$ cat config.mk
export PLATFORM = sky130hd
export DESIGN_NAME = nand_logic_pipe
export DESIGN_NICKNAME = d
export VERILOG_FILES = /design/src/rtl/nand_logic_pkg.sv /design/src/rtl/nand_logic_pipe_sync_fifo.sv /design/src/rtl/nand_logic_pipe.sv
export SDC_FILE = /design/constraint.sdc
export NUM_CORES = 1
export LEC_CHECK = 0
export BUFFER_PORTS_ARGS = -buffer_cell sky130_fd_sc_hd__buf_2
export CORE_MARGIN = 1
export CORE_UTILIZATION = 49
export DETAILED_ROUTE_END_ITERATION = 12
export HOLD_SLACK_MARGIN = 0.12
export PLACE_DENSITY = 0.85
export SLEW_MARGIN = 5
export SYNTH_ARGS = -nofsm -noshare
export SYNTH_HDL_FRONTEND = slang
export SYNTH_SLANG_ARGS = --single-unit
$ cat constraint.sdc
create_clock -name clk -period 2.1 [get_ports clk]
set_input_delay 0.42 -clock clk [delete_from_list [all_inputs] [get_ports clk]]
set_output_delay 0.42 -clock clk [all_outputs]
set_load 0.01 [all_outputs]
$ cat src/rtl/nand_logic_pkg.sv
// rtl/nand_logic_pkg.sv - op encoding and bitwise function evaluation for nand_logic_pipe
package nand_logic_pkg;

  typedef logic [2:0] op_t;

  localparam op_t OP_NAND   = 3'd0;
  localparam op_t OP_AND    = 3'd1;
  localparam op_t OP_OR     = 3'd2;
  localparam op_t OP_NOR    = 3'd3;
  localparam op_t OP_XOR    = 3'd4;
  localparam op_t OP_XNOR   = 3'd5;
  localparam op_t OP_NOT_A  = 3'd6;
  localparam op_t OP_PASS_A = 3'd7;

  // Widest operand supported; callers zero-extend and keep the low WIDTH bits.
  localparam int MAX_W = 64;

  // Bitwise function of a and b; bit i of the result depends only on bit i of each operand.
  function automatic logic [MAX_W-1:0] logic_eval(op_t op, logic [MAX_W-1:0] a,
                                                  logic [MAX_W-1:0] b);
    logic [MAX_W-1:0] r;
    case (op)
      OP_NAND:  r = ~(a & b);
      OP_AND:   r = a & b;
      OP_OR:    r = a | b;
      OP_NOR:   r = ~(a | b);
      OP_XOR:   r = a ^ b;
      OP_XNOR:  r = ~(a ^ b);
      OP_NOT_A: r = ~a;
      default:  r = a;
    endcase
    return r;
  endfunction

endpackage

$ cat src/rtl/nand_logic_pipe_sync_fifo.sv
// rtl/nand_logic_pipe_sync_fifo.sv - synchronous FIFO with registered pointers and occupancy count
module sync_fifo #(
  parameter int WIDTH = 8,
  parameter int DEPTH = 2
) (
  input  logic                     clk,
  input  logic                     rst,
  input  logic                     push,
  input  logic                     pop,
  input  logic [WIDTH-1:0]         wdata,
  output logic [WIDTH-1:0]         rdata,
  output logic                     full,
  output logic                     empty,
  output logic [$clog2(DEPTH):0]   count
);

  localparam int AW = $clog2(DEPTH);

  logic [WIDTH-1:0] mem_q [DEPTH];
  logic [AW-1:0]    wr_ptr_q, wr_ptr_d;
  logic [AW-1:0]    rd_ptr_q, rd_ptr_d;
  logic [AW:0]      count_q, count_d;
  logic             do_push, do_pop;

  // A push into a full FIFO or a pop from an empty one is dropped rather than corrupting state.
  assign full    = (count_q == (AW+1)'(DEPTH));
  assign empty   = (count_q == '0);
  assign do_push = push && !full;
  assign do_pop  = pop && !empty;
  assign count   = count_q;
  assign rdata   = mem_q[rd_ptr_q];

  // Next pointers and occupancy; power-of-two depth lets pointers wrap on overflow.
  always_comb begin
    wr_ptr_d = wr_ptr_q;
    rd_ptr_d = rd_ptr_q;
    count_d  = count_q;
    if (do_push) wr_ptr_d = wr_ptr_q + 1'b1;
    if (do_pop)  rd_ptr_d = rd_ptr_q + 1'b1;
    case ({do_push, do_pop})
      2'b10:   count_d = count_q + 1'b1;
      2'b01:   count_d = count_q - 1'b1;
      default: count_d = count_q;
    endcase
  end

  // Pointer and count registers; reset empties the FIFO.
  always_ff @(posedge clk) begin
    if (rst) begin
      wr_ptr_q <= '0;
      rd_ptr_q <= '0;
      count_q  <= '0;
    end else begin
      wr_ptr_q <= wr_ptr_d;
      rd_ptr_q <= rd_ptr_d;
      count_q  <= count_d;
    end
  end

  // Storage array; contents are meaningless outside the live window so it is never cleared.
  always_ff @(posedge clk) begin
    if (do_push && !rst) mem_q[wr_ptr_q] <= wdata;
  end

endmodule

$ cat src/rtl/nand_logic_pipe.sv
// rtl/nand_logic_pipe.sv - registered selectable bitwise gate with output FIFO, flags and txn counter
module nand_logic_pipe
  import nand_logic_pkg::*;
#(
  parameter int WIDTH = 4,
  parameter int DEPTH = 2,
  parameter int CNT_W = 16
) (
  input  logic             clk,
  input  logic             rst,
  input  logic             in_valid,
  output logic             in_ready,
  input  logic [2:0]       op,
  input  logic [WIDTH-1:0] A,
  input  logic [WIDTH-1:0] B,
  output logic             out_valid,
  input  logic             out_ready,
  output logic [WIDTH-1:0] Y,
  output logic             zero,
  output logic             ones,
  output logic [CNT_W-1:0] txn_cnt
);

  localparam int DW = WIDTH + 2;
  localparam int AW = $clog2(DEPTH);

  logic [MAX_W-1:0] eval_full;
  logic [WIDTH-1:0] result;
  logic             res_zero, res_ones;
  logic             push, pop;
  logic             fifo_full, fifo_empty;
  logic [DW-1:0]    head;
  logic [AW:0]      fifo_count_unused;
  logic [DW-1:0]    hold_q, hold_d;
  logic [CNT_W-1:0] txn_cnt_q, txn_cnt_d;

  // Evaluate the selected function at full package width, keep the low WIDTH bits and flag them.
  always_comb begin
    eval_full = logic_eval(op_t'(op), MAX_W'(A), MAX_W'(B));
    result    = eval_full[WIDTH-1:0];
    res_zero  = (result == '0);
    res_ones  = &result;
  end

  if (WIDTH < MAX_W) begin : g_trunc
    logic unused_hi;
    assign unused_hi = ^eval_full[MAX_W-1:WIDTH];
  end

  // Handshake glue: readiness depends only on registered FIFO occupancy.
  assign in_ready  = !fifo_full;
  assign out_valid = !fifo_empty;
  assign push      = in_valid && in_ready;
  assign pop       = out_valid && out_ready;

  sync_fifo #(
    .WIDTH (DW),
    .DEPTH (DEPTH)
  ) u_fifo (
    .clk   (clk),
    .rst   (rst),
    .push  (push),
    .pop   (pop),
    .wdata ({result, res_zero, res_ones}),
    .rdata (head),
    .full  (fifo_full),
    .empty (fifo_empty),
    .count (fifo_count_unused)
  );

  // Show the live head, or the last popped entry while the FIFO is empty.
  assign {Y, zero, ones} = out_valid ? head : hold_q;
  assign txn_cnt         = txn_cnt_q;

  // Capture the departing head on a pop and advance the counter on an accept.
  always_comb begin
    hold_d    = pop  ? head : hold_q;
    txn_cnt_d = push ? txn_cnt_q + 1'b1 : txn_cnt_q;
  end

  // Holding register and transaction counter; reset clears both.
  always_ff @(posedge clk) begin
    if (rst) begin
      hold_q    <= '0;
      txn_cnt_q <= '0;
    end else begin
      hold_q    <= hold_d;
      txn_cnt_q <= txn_cnt_d;
    end
  end

endmodule

# Word-level counts from Yosys, hierarchy flattened

Memory sizes are Yosys's and may differ from the RTL's. A register that Yosys moved wholly into a read port is not among the register bits.
Index checks and enable logic that the tools add are counted.
W data, S select, Z words.

Word-level logic and storage cells: 47
Output and inout bits: 24
Memory bits (writable): 12
Memories kept: 1
Bits of input ports: 15
Register bits: 26

Eq/ne operators: 9
Muxes and demuxes: 7
Bitwise gates (word level): 7
$add $sub $neg: 5
Reductions and logical operators: 13

Memory list:

| name         | words | bits a word | rd ports | clocked after Yosys merged registers in | wr ports | RTL line                        | source |
|---|---|---|---|---|---|---|---|
| u_fifo.mem_q | 2     | 6           | 1        | 1                                       | 1        | nand_logic_pipe_sync_fifo.sv:19 | `logic [WIDTH-1:0] mem_q [DEPTH];` |

Operators by type and width:

| cell                    | number |
|---|---|
| $pmux W4 S7             | 1 |
| $add A16 B1 Y16 const B | 1 |
| $not A4 Y4              | 4 |
| $eq A3 B3 Y1 const B    | 3 |
| $eq A3 B2 Y1 const B    | 2 |
| $mux W6                 | 1 |
| $logic_and A1 B1 Y1     | 5 |
| $and A4 B4 Y4           | 1 |
| $eq A2 B2 Y1 const B    | 2 |
| $logic_not A4 Y1        | 1 |
| $mux W1                 | 4 |
| $or A4 B4 Y4            | 1 |
| $pmux W2 S2             | 1 |
| $reduce_and A4 Y1       | 1 |
| $xor A4 B4 Y4           | 1 |
| $eq A3 B1 Y1 const B    | 1 |
| $logic_not A1 Y1        | 3 |
| $logic_not A3 Y1        | 1 |
| $add A1 B1 Y1 const B   | 2 |
| $add A2 B1 Y2 const B   | 1 |
| $eq A2 B1 Y1 const B    | 1 |
| $logic_not A2 Y1        | 1 |
| $reduce_bool A2 Y1      | 1 |
| $sub A2 B1 Y2 const B   | 1 |

# Logic depth before layout (Yosys ltp)

Word-level depth: 7
Gate-level depth with buffers: 9
Gate-level depth less buffers: 6

# Modules after synthesis

A second synthesis with hierarchy kept.

Cell total of the unflattened synthesis: 201
Area, all modules: 2052.0 um^2

By module, submodules not included:

| module          | area an instance (um^2) | instances | sequential area each (um^2) | cells an instance |
|---|---|---|---|---|
| nand_logic_pipe | 1397.6                  | 1         | 440.4                       | 157 |
| sync_fifo       | 654.4                   | 1         | 460.4                       | 44 |

# Least setup slack after synthesis

No wires, ideal clock.

Path type: register to register
Start: register u_fifo.count_q[0], in the netlist u_fifo.count[0]
End: register u_fifo.count_q[1], in the netlist u_fifo.count[1]
Period minus slack after synthesis: 1.926 ns
Stages on the path, launching flop included: 9
Buffers on the path: 3
Arrival: 1.855 ns
Setup time: 0.071 ns
Required time: 2.029 ns
Setup slack: 0.174 ns
Cells stage by stage: dfxtp_1 > or2_1 > buf_2 > and2_1 > clkbuf_2 > buf_6 > ha_1 > or3_1 > a21oi_1

Longest elaborated chain between the ends: 6
Elaborated cells on any way between the ends: 14
Those cells by class: add/sub: 2; eq/ne: 3; mux: 1; reduce/logical: 8

RTL lines:

| element                                           | RTL line                        | source |
|---|---|---|
| start, declared                                   | nand_logic_pipe_sync_fifo.sv:22 | `logic [AW:0] count_q, count_d;` |
| start signal, assigned                            | nand_logic_pipe_sync_fifo.sv:56 | `count_q <= count_d;` |
| $logic_not A2 Y1 *                                | nand_logic_pipe_sync_fifo.sv:27 | `assign empty = (count_q == '0);` |
| $logic_not A1 Y1 *                                | nand_logic_pipe.sv:52           | `assign out_valid = !fifo_empty;` |
| $logic_and A1 B1 Y1 *                             | nand_logic_pipe.sv:54           | `assign pop = out_valid && out_ready;` |
| named net pop                                     | nand_logic_pipe.sv:30           | `logic push, pop;` |
| $logic_and A1 B1 Y1 *                             | nand_logic_pipe_sync_fifo.sv:29 | `assign do_pop = pop && !empty;` |
| $eq A2 B1 Y1 or $eq A2 B2 Y1 (tied branches)      | nand_logic_pipe_sync_fifo.sv:40 | `case ({do_push, do_pop})` |
| $pmux W2 S2 or $reduce_bool A2 Y1 (tied branches) | -                               |  |

The timed path passes the listed nets; every way through them passes the cells marked *.
A chain may end at the register's enable or synchronous reset.

==> run summary <==
fmax -> 552 MHz
status -> finished, final reports clean
TritonCTS clock tree -> yes
H-tree Lvls -> 2
VDD IR max -> 0.467 mV
design area -> 2350 sq um
Reg area -> 901 sq um
vias post-DR -> 1,539
CTS root buf -> clkbuf_8
ANT nets after route -> 0
DRC viols -> 0
Async SR Flop Fraction -> 0
Die Y -> 65.3 um
initial core utilization -> 0.524
largest net degree at the start of global routing -> 21
actual slew at the worst max-slew pin -> 0.369 ns
multi-input combinational cell area -> 948 sq um
global route overflow -> 0
DP Area -> 2210 sq um
Setup Fix Bufs, Post-CTS -> 0
Num CTS Buffers -> 5
antenna violations before repair -> 0
overall power -> 2.55 mW
row count -> 22
Fillers -> 321
die area -> 4260 sq um
Leak Pwr -> 1.01 nW
Port Buffers -> 38
share of cells above drive strength 1 -> 0.274
Worst Path Arrival -> 1.39 ns
hpwl dp -> 2.46 mm
type of origin of the critical path -> register
syn nets -> 219
Final Cycle Share -> 0.863
Min-Delay Path Class -> in -> reg
main flop type after synthesis -> dfxtp_1
post-layout minimum cycle time -> 1.81 ns
number of synthesized register bits -> 39
Cell Area, Synth -> 1960 sq um
endpoints failing hold -> 0
hold path cells -> 2
die width -> 65.3 um
Post-synth EDFFs -> 12
PostCTS Resize Cnt -> 0
first-pass GRT wire length -> 5.65 mm
dominant cells by area after synthesis -> dfxtp_1, edfxtp_1, ha_1, xor2_1, mux4_2
Final Setup Violations -> 0
WL per Instance -> 12.0 um
P per Cell Area -> 1080 nW/um^2
Rel. slew slack -> 0.754
GPL Wtd Cong -> 0.809
Bufs on Longest Clock Path -> 2
Avg Cell Area, Syn -> 10.1 sq um
GRT Total Usage -> 0.175
initial detailed-routing violation count -> 48
Netlist cell types -> 38
WP data required -> 1.68 ns
Hold Buf Count CTS -> 0
Nets -> 261
final number of max-transition violations -> 0
Clock Sinks -> 39
commonest non-fill, non-tap cell in the layout -> buf_2
share of the synthesized area in the top cell type -> 0.276
worst-skew pair later-pin latency -> 0.29 ns
Max Cap Viol -> 0
vias in the first global route -> 1,303
crit end category -> output port
TNS Setup -> 0 ns
RSZ-0062 raised after global routing -> false
FF-to-FF path depth -> 5
Mapped Cells -> 194
most frequent cells in the layout -> buf_2, dfxtp_1, nor2_1
cell accounting for the most synthesized area -> dfxtp_1
I/O pin count -> 39
drt total wl -> 3.43 mm
n_diodes -> 0
crit-path max FO -> 6
Seq/Total Area, Yosys -> 0.459
clock-pin slew on the worst setup and hold paths -> 0.07 ns
P&R area growth vs syn -> 19.8%
Setup Skew -> 0.00395 ns
drt pass-1 iters -> 4
Setup CP Type -> reg -> out
via/cell ratio -> 5.40
Synth Warn # -> 0
core box area -> 3740 sq um
## power by group
part,switching (mW),internal (mW)
registers,0.0854,0.897
logic,0.465,0.366
clock network,0.261,0.474
total,0.811,1.74
## worst paths after layout
path	startpoint	endpoint	slack [ns]
min reg2reg	txn_cnt[15]$_SDFFE_PP0P_	txn_cnt[15]$_SDFFE_PP0P_	0.49
max reg2reg	txn_cnt[0]$_SDFFE_PP0P_	txn_cnt[14]$_SDFFE_PP0P_	0.35
max	register	Y[0]	0.29
min	rst	hold_q[0]$_SDFFE_PP0P_	0.45
## state kept, by name (all words and copies together) (netlist names), named ones only
signal           cells
u_fifo.rd_ptr_q      1
u_fifo.count         2
hold_q               6
txn_cnt             16
u_fifo.mem_q        12
u_fifo.wr_ptr_q      1
## metal layers
layer | part of all wire | vias to the layer above | GRT usage
met5 | 0 | - | 0
met4 | 0.021 | 0 | 0.0978
met3 | 0.040 | 9 | 0.0399
met2 | 0.47 | 35 | 0.289
met1 | 0.47 | 726 | 0.210
li1 | - | 769 | -
## synth_stat cells, types with 2 or more instances
cell type	n
mux4_2	4
nand3_2	2
and3_1	2
xor2_1	14
inv_1	16
o21ai_0	4
ha_1	10
or3_2	2
or3_1	2
dfxtp_1	27
o31ai_1	4
clkbuf_1	5
or4_1	4
nand2_1	5
edfxtp_1	12
nand3_1	3
nand4_1	8
xnor2_1	2
and4_1	2
mux2i_1	6
a21oi_1	15
a211oi_1	6
nor2_1	24
## per-stage QoR
step	utilization	setup slack, ns	hold slack (ns)	cells
after floorplan	-	0.174	0.467	194
after global placement	0.591	0.113	0.463	277
after detailed placement	0.591	0.0436	0.474	277
after CTS	0.627	0.270	0.442	285
after global routing	0.627	0.213	0.452	285
final	0.627	0.288	0.449	285
## critical path, cell delays in order (launching register included)
cell	delay, ns
dfxtp_1	0.54
mux2i_1	0.30
a21oi_1	0.11
buf_2	0.15
## cell type report
cell class                      instances  area share
Clock buffer                            5      0.0293
Clock inverter                          3      0.0288
Inverter                               16      0.0256
Multi-Input combinational cell        129       0.404
Sequential cell                        39       0.384
Tap cell                               48      0.0256
Timing Repair Buffer                   45       0.103
## cell families (layout without fill, tap and decap cells)
kind of cell,after synthesis,in the layout,share of synthesized area
xor+xnor,16,16,0.0715
fa+ha+maj,10,10,0.0638
flops,39,39,0.459
buf+inv,26,69,0.0568
mux,10,10,0.0766
compound gates,29,29,0.0868
simple gates,64,64,0.185
Power figures use the tool's default switching activity.
